<file path="src/rtl/fp4_mul_rr_scheduler.sv">
// Round-robin scheduler sharing one combinational FP4 E2M1 multiplier between NUM_REQ lanes.
// Optional per-lane grant counters are enabled with FP4_SCHED_STATS_EN.
module fp4_mul_rr_scheduler #(
  parameter  int NUM_REQ = 4,
  localparam int ID_W    = $clog2(NUM_REQ)
) (
  input  logic                 clk,
  input  logic                 rst,
  input  logic [NUM_REQ-1:0]   req_valid,
  output logic [NUM_REQ-1:0]   req_ready,
  input  logic [NUM_REQ*4-1:0] req_a,
  input  logic [NUM_REQ*4-1:0] req_b,
  input  logic [NUM_REQ-1:0]   req_sat,
  output logic [3:0]           mul_a,
  output logic [3:0]           mul_b,
  output logic                 mul_sat,
  input  logic [3:0]           mul_result,
  output logic                 rsp_valid,
  input  logic                 rsp_ready,
  output logic [ID_W-1:0]      rsp_id,
  output logic [3:0]           rsp_result
`ifdef FP4_SCHED_STATS_EN
  ,
  output logic [NUM_REQ*16-1:0] stat_grant_cnt
`endif
);

  typedef enum logic [1:0] {
    EMPTY = 2'b00,
    RESP  = 2'b01,
    ISSUE = 2'b10,
    FULL  = 2'b11
  } state_t;

  state_t            state_q, state_d;
  logic [3:0]        iss_a_q, iss_a_d, iss_b_q, iss_b_d;
  logic              iss_sat_q, iss_sat_d;
  logic [ID_W-1:0]   iss_id_q, iss_id_d;
  logic [ID_W-1:0]   rr_ptr_q, rr_ptr_d;
  logic [ID_W-1:0]   rsp_id_q, rsp_id_d;
  logic [3:0]        rsp_result_q, rsp_result_d;

  logic              iss_valid, rsp_adv, iss_adv, hs;
  logic              gnt_any;
  logic [ID_W-1:0]   gnt_id;
  logic [ID_W:0]     scan;
  logic [NUM_REQ-1:0] grant;

  assign iss_valid  = (state_q == ISSUE) || (state_q == FULL);
  assign rsp_valid  = (state_q == RESP)  || (state_q == FULL);
  assign rsp_adv    = !rsp_valid || rsp_ready;
  assign iss_adv    = !iss_valid || rsp_adv;
  assign hs         = gnt_any && iss_adv && !rst;
  assign mul_a      = iss_a_q;
  assign mul_b      = iss_b_q;
  assign mul_sat    = iss_sat_q;
  assign rsp_id     = rsp_id_q;
  assign rsp_result = rsp_result_q;

  // Search upward from rr_ptr with wrap; the first valid lane wins.
  always_comb begin
    grant   = '0;
    gnt_id  = '0;
    gnt_any = 1'b0;
    scan    = '0;
    for (int k = 0; k < NUM_REQ; k++) begin
      scan = {1'b0, rr_ptr_q} + (ID_W+1)'(k);
      if (scan >= (ID_W+1)'(NUM_REQ)) scan = scan - (ID_W+1)'(NUM_REQ);
      if (!gnt_any && req_valid[scan[ID_W-1:0]]) begin
        gnt_any = 1'b1;
        gnt_id  = scan[ID_W-1:0];
      end
    end
    grant[gnt_id] = gnt_any;
    req_ready     = (iss_adv && !rst) ? grant : '0;
  end

  always_comb begin
    iss_a_d      = iss_a_q;
    iss_b_d      = iss_b_q;
    iss_sat_d    = iss_sat_q;
    iss_id_d     = iss_id_q;
    rr_ptr_d     = rr_ptr_q;
    rsp_id_d     = rsp_id_q;
    rsp_result_d = rsp_result_q;
    if (hs) begin
      iss_a_d   = req_a[4*gnt_id +: 4];
      iss_b_d   = req_b[4*gnt_id +: 4];
      iss_sat_d = req_sat[gnt_id];
      iss_id_d  = gnt_id;
      rr_ptr_d  = (gnt_id == ID_W'(NUM_REQ-1)) ? '0 : gnt_id + 1'b1;
    end else if (iss_adv) begin
      // Idle issue slot presents zero operands so the multiplier outputs +0.
      iss_a_d   = '0;
      iss_b_d   = '0;
      iss_sat_d = 1'b0;
      iss_id_d  = '0;
    end
    if (rsp_adv) begin
      rsp_id_d     = iss_id_q;
      rsp_result_d = mul_result;
    end
  end

  always_comb begin
    state_d = state_q;
    case ({hs ? 1'b1 : (iss_adv ? 1'b0 : iss_valid), rsp_adv ? iss_valid : rsp_valid})
      2'b00:   state_d = EMPTY;
      2'b01:   state_d = RESP;
      2'b10:   state_d = ISSUE;
      default: state_d = FULL;
    endcase
  end

  always_ff @(posedge clk) begin
    if (rst) begin
      state_q      <= EMPTY;
      iss_a_q      <= '0;
      iss_b_q      <= '0;
      iss_sat_q    <= 1'b0;
      iss_id_q     <= '0;
      rr_ptr_q     <= '0;
      rsp_id_q     <= '0;
      rsp_result_q <= '0;
    end else begin
      state_q      <= state_d;
      iss_a_q      <= iss_a_d;
      iss_b_q      <= iss_b_d;
      iss_sat_q    <= iss_sat_d;
      iss_id_q     <= iss_id_d;
      rr_ptr_q     <= rr_ptr_d;
      rsp_id_q     <= rsp_id_d;
      rsp_result_q <= rsp_result_d;
    end
  end

`ifdef FP4_SCHED_STATS_EN
  logic [15:0] grant_cnt_q [NUM_REQ];

  always_ff @(posedge clk) begin
    if (rst) begin
      for (int i = 0; i < NUM_REQ; i++) grant_cnt_q[i] <= '0;
    end else begin
      for (int i = 0; i < NUM_REQ; i++)
        if (req_valid[i] && req_ready[i] && grant_cnt_q[i] != 16'hFFFF)
          grant_cnt_q[i] <= grant_cnt_q[i] + 16'd1;
    end
  end

  always_comb begin
    stat_grant_cnt = '0;
    for (int i = 0; i < NUM_REQ; i++) stat_grant_cnt[16*i +: 16] = grant_cnt_q[i];
  end
`endif

endmodule

</file>
<file path="config.mk">
export PLATFORM = sky130hd
export DESIGN_NAME = fp4_mul_rr_scheduler
export DESIGN_NICKNAME = d
export VERILOG_FILES = /design/src/rtl/fp4_mul_rr_scheduler.sv
export SDC_FILE = /design/constraint.sdc
export NUM_CORES = 1
export LEC_CHECK = 0
export ABC_AREA = 1
export CORE_ASPECT_RATIO = 0.9
export CORE_UTILIZATION = 35
export DETAILED_ROUTE_END_ITERATION = 8
export PLACE_DENSITY = 0.67
export SYNTH_ARGS = -nofsm -noshare
export SYNTH_HDL_FRONTEND = slang
export SYNTH_SLANG_ARGS = --single-unit
</file>
<file path="constraint.sdc">
create_clock -name clk -period 3.3 [get_ports clk]
set_input_delay 0.99 -clock clk [delete_from_list [all_inputs] [get_ports clk]]
set_output_delay 0.99 -clock clk [all_outputs]
set_load 0.005 [all_outputs]
</file>
# After elaboration in Yosys (flattened, before gate mapping)
# Cells that the tools add are included.
# Widths: inputs -> output; s select.
# op_classes
n_addsub	8
order_cmp	10
n_eq_ne	6
shifts	2
mux	37
n_bitwise	1
reduce_logical	19
# op_table
op	count
$shiftx 16x5->4	2
$mux 2	11
$mux 4	4
$lt 2x3->1 const B	5
$mux 1	15
$bmux 1 s2	5
$ge 3x3->1 const B	3
$eq 2x2->1 const B	4
$sub 2x1->2 const B	4
$logic_and 1x1->1	7
$add 2x2->3 const B	2
$logic_not 1->1	6
$pmux 2 s3	1
$and 4x4->4	1
$eq 2x1->1 const B	2
$logic_or 1x1->1	4
$add 2x1->3 const B	1
$ge 2x3->1 const B	1
$add 2x1->2 const B	1
$demux 1 s2	1
$ge 2x1->1 const B	1
$logic_not 2->1	1
$reduce_bool 2->1	1
# word_totals
regBits	21
input_bits	47
output_inout_bits	20
wordCells	91

# Logic depth before layout (Yosys ltp)
# depth
ltp_word	20
depth_mapped	15
mapped_depth_nobuf	14

# Least setup slack after synthesis
# OpenSTA, ideal clock, no wires.
# synth_path
path_type	input to output
from	input port req_valid[2]
to	output port req_ready[0]
arrival_ns	2.063
t_required_ns	2.310
slack_ns	0.247
cell_stages	11
path_buffers	1
path_cell_list	inv_1 -> nand2_1 -> nand3_2 -> nand2_4 -> nor2_8 -> nand3_4 -> nand3_4 -> buf_6 -> ha_1 -> inv_1 -> nor2_1
# synth_between
elab_chain_len	18
word_cells_on_any_way	29
classes_between	order compare: 2; mux: 19; bitwise: 1; reduce/logical: 7
# synth_lines
item	line	text
from (decl)	9	input logic [NUM_REQ-1:0] req_valid,
$bmux 1 s2	69	if (!gnt_any && req_valid[scan[ID_W-1:0]]) begin
$mux 1 (not written as such)	69	
$mux 1	69	
$logic_not 1->1	69	
$logic_and 1x1->1	69	
$mux 1	69	
$logic_not 1->1	69	
$logic_and 1x1->1	69	
[2 not listed]	n/a	
$logic_and 1x1->1	69	
$mux 2	69	
$lt 2x3->1 (not written as such) or $ge 2x1->1 (tied branches)	74	grant[gnt_id] = gnt_any;
$logic_and 1x1->1 (not written as such)	74	
$mux 1 (not written as such)	74	
$demux 1 s2	74	
$and 4x4->4 (no source line) (*)	n/a	
$mux 4 (*)	75	req_ready = (iss_adv && !rst) ? grant : '0;
to (decl)	10	output logic [NUM_REQ-1:0] req_ready,
# Every way passes the cells marked *; elsewhere a longest branch is shown, timed or not. The select of a mux whose other input is x is not followed.

# Final worst setup path
# layout_path
from	input port req_valid[3]
to	output port req_ready[2]
# Same word-level chain as after synthesis.

==> results.txt <==
Status - finished clean
Gr ovfl total - 0
Core ar. - 4550 sq um
Cell count after synthesis - 271
CP dominant cell by count - nand3_4
Critical path type - in -> out
H-tree depth - 1
Detailed Route WL - 4350 microns
Pre-CTS setup slack - -0.789 ns
Final Max Slew Viols - 0
Via count - 1886
Post-DP HPWL - 3340 microns
Layout area overhead - 53.3%
Final hold vios - 0
Comb pwr share - 77.5%
Max Buffers Root-to-Sink - 2
DIE AREA - 5130 sq um
Fmax - 0.309 GHz
First-pass GRT wire length - 7380 microns
M3 GR Usage - 2.95%
Post-Syn Area per Cell - 6.26 sq um
Clock power frac - 6.6%
Max cap viols - 0
Iter 0 DRT Violations - 66
Slew headroom - 84.7%
Setup Viol. Count Final - 0
# rows - 23
Top cell type's share of synthesized area - 24.8%
Worst-path clk slew - 0.07 ns
Warnings, synthesis - 0
Post-route cell area - 2600 sq um
Most frequent cells in the layout - nand2_1, clkdlybuf4s50_1, inv_1, nor2_1, dfxtp_1
CTS tree - built
GRT Max-Usage Layer - met2
Max Fanout on Critical Path - 4
Initial antenna violation count - 0
Seq cells post-synth - 21
Initial core utilization - 37.3%
Leading area contributor after synthesis - dfxtp_1
Crit path max-delay family - simple AND/OR/NAND/NOR gates
TritonCTS Buffers - 3
Sequential area share after synthesis - 24.8%
Worst skew pair latency - 0.26 ns
Area after DPL - 2450 sq um
Via/cell ratio - 4.58
RSZ-0062 raised after global routing - true
Post-synthesis cell area - 1700 sq um
Root Buffer - clkbuf_8
Total GRT Usage - 18.5%
Post-route setup TNS - 0 ns
# DRC - 0
Grt met2 use - 29.8%
Setup crit start kind - input pin
Switching part of the total power - 49.4%
Die Y-Extent - 68.0 microns
ANT nets after route - 0
Leakage - 1.29 nW
Internal power - 1.27 mW
IO Port Bufs - 66
Register share of total power - 15.9%
Worst EP arrival - 2.25 ns
Area contributors post-synth - dfxtp_1, nand2_1, inv_1
ANT cells - 0
Clock sinks - 21
CP Buf/Inv Count - 5
Crit end category - output port
Commonest non-fill, non-tap cell in the layout - nand2_1
WL per Instance - 10.6 microns
Distinct cell type count after synthesis - 24
Largest net degree at the start of global routing - 20
VDD IR max - 447 uV
Share of layout cells above drive strength 1 - 24.9%
Worst min path class - reg -> reg
Worst path cell trace - clkbuf_2 -> inv_2 -> nand2_2 -> nand3_2 -> nand2_4 -> nor2_8 -> nand3_4 -> nand3_4 -> buf_6 -> ha_4 -> inv_1 -> nor2_1 -> buf_2
P_sw - 1.23 mW
Slew @ Worst Pin - 0.230 ns
Met1 usage - 24.7%
GPL Wtd Cong - 0.809
Slowest CP cell - nor2_8
# nets final - 402
I/O pin cnt - 67
Pwr per Cell Area - 963 nW/um^2
Clock Skews - 0.00282 ns
CP required - 2.31 ns
Mapped Nets - 322
Min Tclk post-route - 3.24 ns
Drt pass-1 iters - 4
Final period util - 98.1%
Worst path max stage delay - 0.15 ns
Final WS setup - 0.0634 ns
Die width - 75.4 microns
Number of global-route vias before repair - 1707
## final cells by class
class	count	area, sq um
clock buffers	4	45.0
fillers	478	1950
inverters	55	211
multi-input cells	183	1060
flip-flops and latches	21	420
well taps	62	77.6
repair buffers	87	788
## power groups by stage
stage | Combinational, mW | Clock, mW | Sequential, mW
2_1_floorplan | 1.25 | 0 | 0.401
4_1_cts | 1.83 | 0.176 | 0.398
5_1_grt | 2.21 | 0.182 | 0.408
6_report | 1.94 | 0.165 | 0.397
3_3_place_gp | 1.72 | 0 | 0.403
3_5_place_dp | 1.74 | 0 | 0.404
## registers in the layout (all words and copies together) (netlist names)
name / count
mul_a: 4
mul_b: 4
rsp_result: 4
iss_id_q: 2
rr_ptr_q: 2
rsp_id: 2
state_q: 2
mul_sat: 1
## worst paths after layout
kind,startpoint,endpoint,slack (ns),cells after the start
setup / recovery,req_valid[3],req_ready[2],0.06,13
hold / removal,mul_b[0]$_SDFFE_PP0P_,mul_b[0]$_SDFFE_PP0P_,0.47,2
setup reg to reg,rr_ptr_q[1]$_SDFFE_PP0P_,mul_b[0]$_SDFFE_PP0P_,1.25,16
hold reg to reg,mul_b[0]$_SDFFE_PP0P_,mul_b[0]$_SDFFE_PP0P_,0.47,2
## metal layers
layer  vias to the layer above  routed length [microns]
li1                        992                        -
met1                       824                     2080
met2                        68                     1920
met3                         2                      332
met4                         0                       19
met5                         -                        0
## cells in the mapped netlist
cell type and count:
a21oi_1 5, a21oi_2 8, buf_2 2, buf_4 2, buf_6 5, clkbuf_1 3
dfxtp_1 21, ha_1 4, inv_1 48, inv_2 7, nand2_1 74, nand2_2 6
nand2_4 4, nand3_1 23, nand3_2 2, nand3_4 3, nand4_1 16, nor2_1 24
nor2_2 1, nor2_8 1, nor3_2 1, o21ai_0 9, o21ai_1 1, or2_1 1
## cell families after synthesis
logic type      synth area share [%]
simple gates                    46.1
compound gates                  8.56
buf+inv                         17.6
flops                           24.8
fa+ha+maj                       2.95
## worst min-delay path, delay by kind of cell (launching register included)
| family | cells | cell delay (ns) |
|---|---|---|
| flops | 1 | 0.31 |
| simple gates | 2 | 0.11 |
## stage by stage
stage / power, mW / instances / hold slack, ns / utilization [%]
after floorplan: 1.65 / 271 / 0.435 / -
final: 2.50 / 412 / 0.467 / 57.2
after global routing: 2.80 / 412 / 0.498 / 57.2
after CTS: 2.40 / 408 / 0.472 / 55.9
after detailed placement: 2.14 / 401 / 0.460 / 53.8
after global placement: 2.12 / 401 / 0.456 / 53.8
## what timing repair did
item / CTS / global route
resized for setup: 46 / 14
pin swaps: 19 / 13
buffers inserted: 3 / 4
endpoints found under the setup margin: 4 / 4
hold buffers: 0 / 0
endpoints found under the hold margin: 0 / 0
No activity file was read; power rests on OpenSTA's default activity.
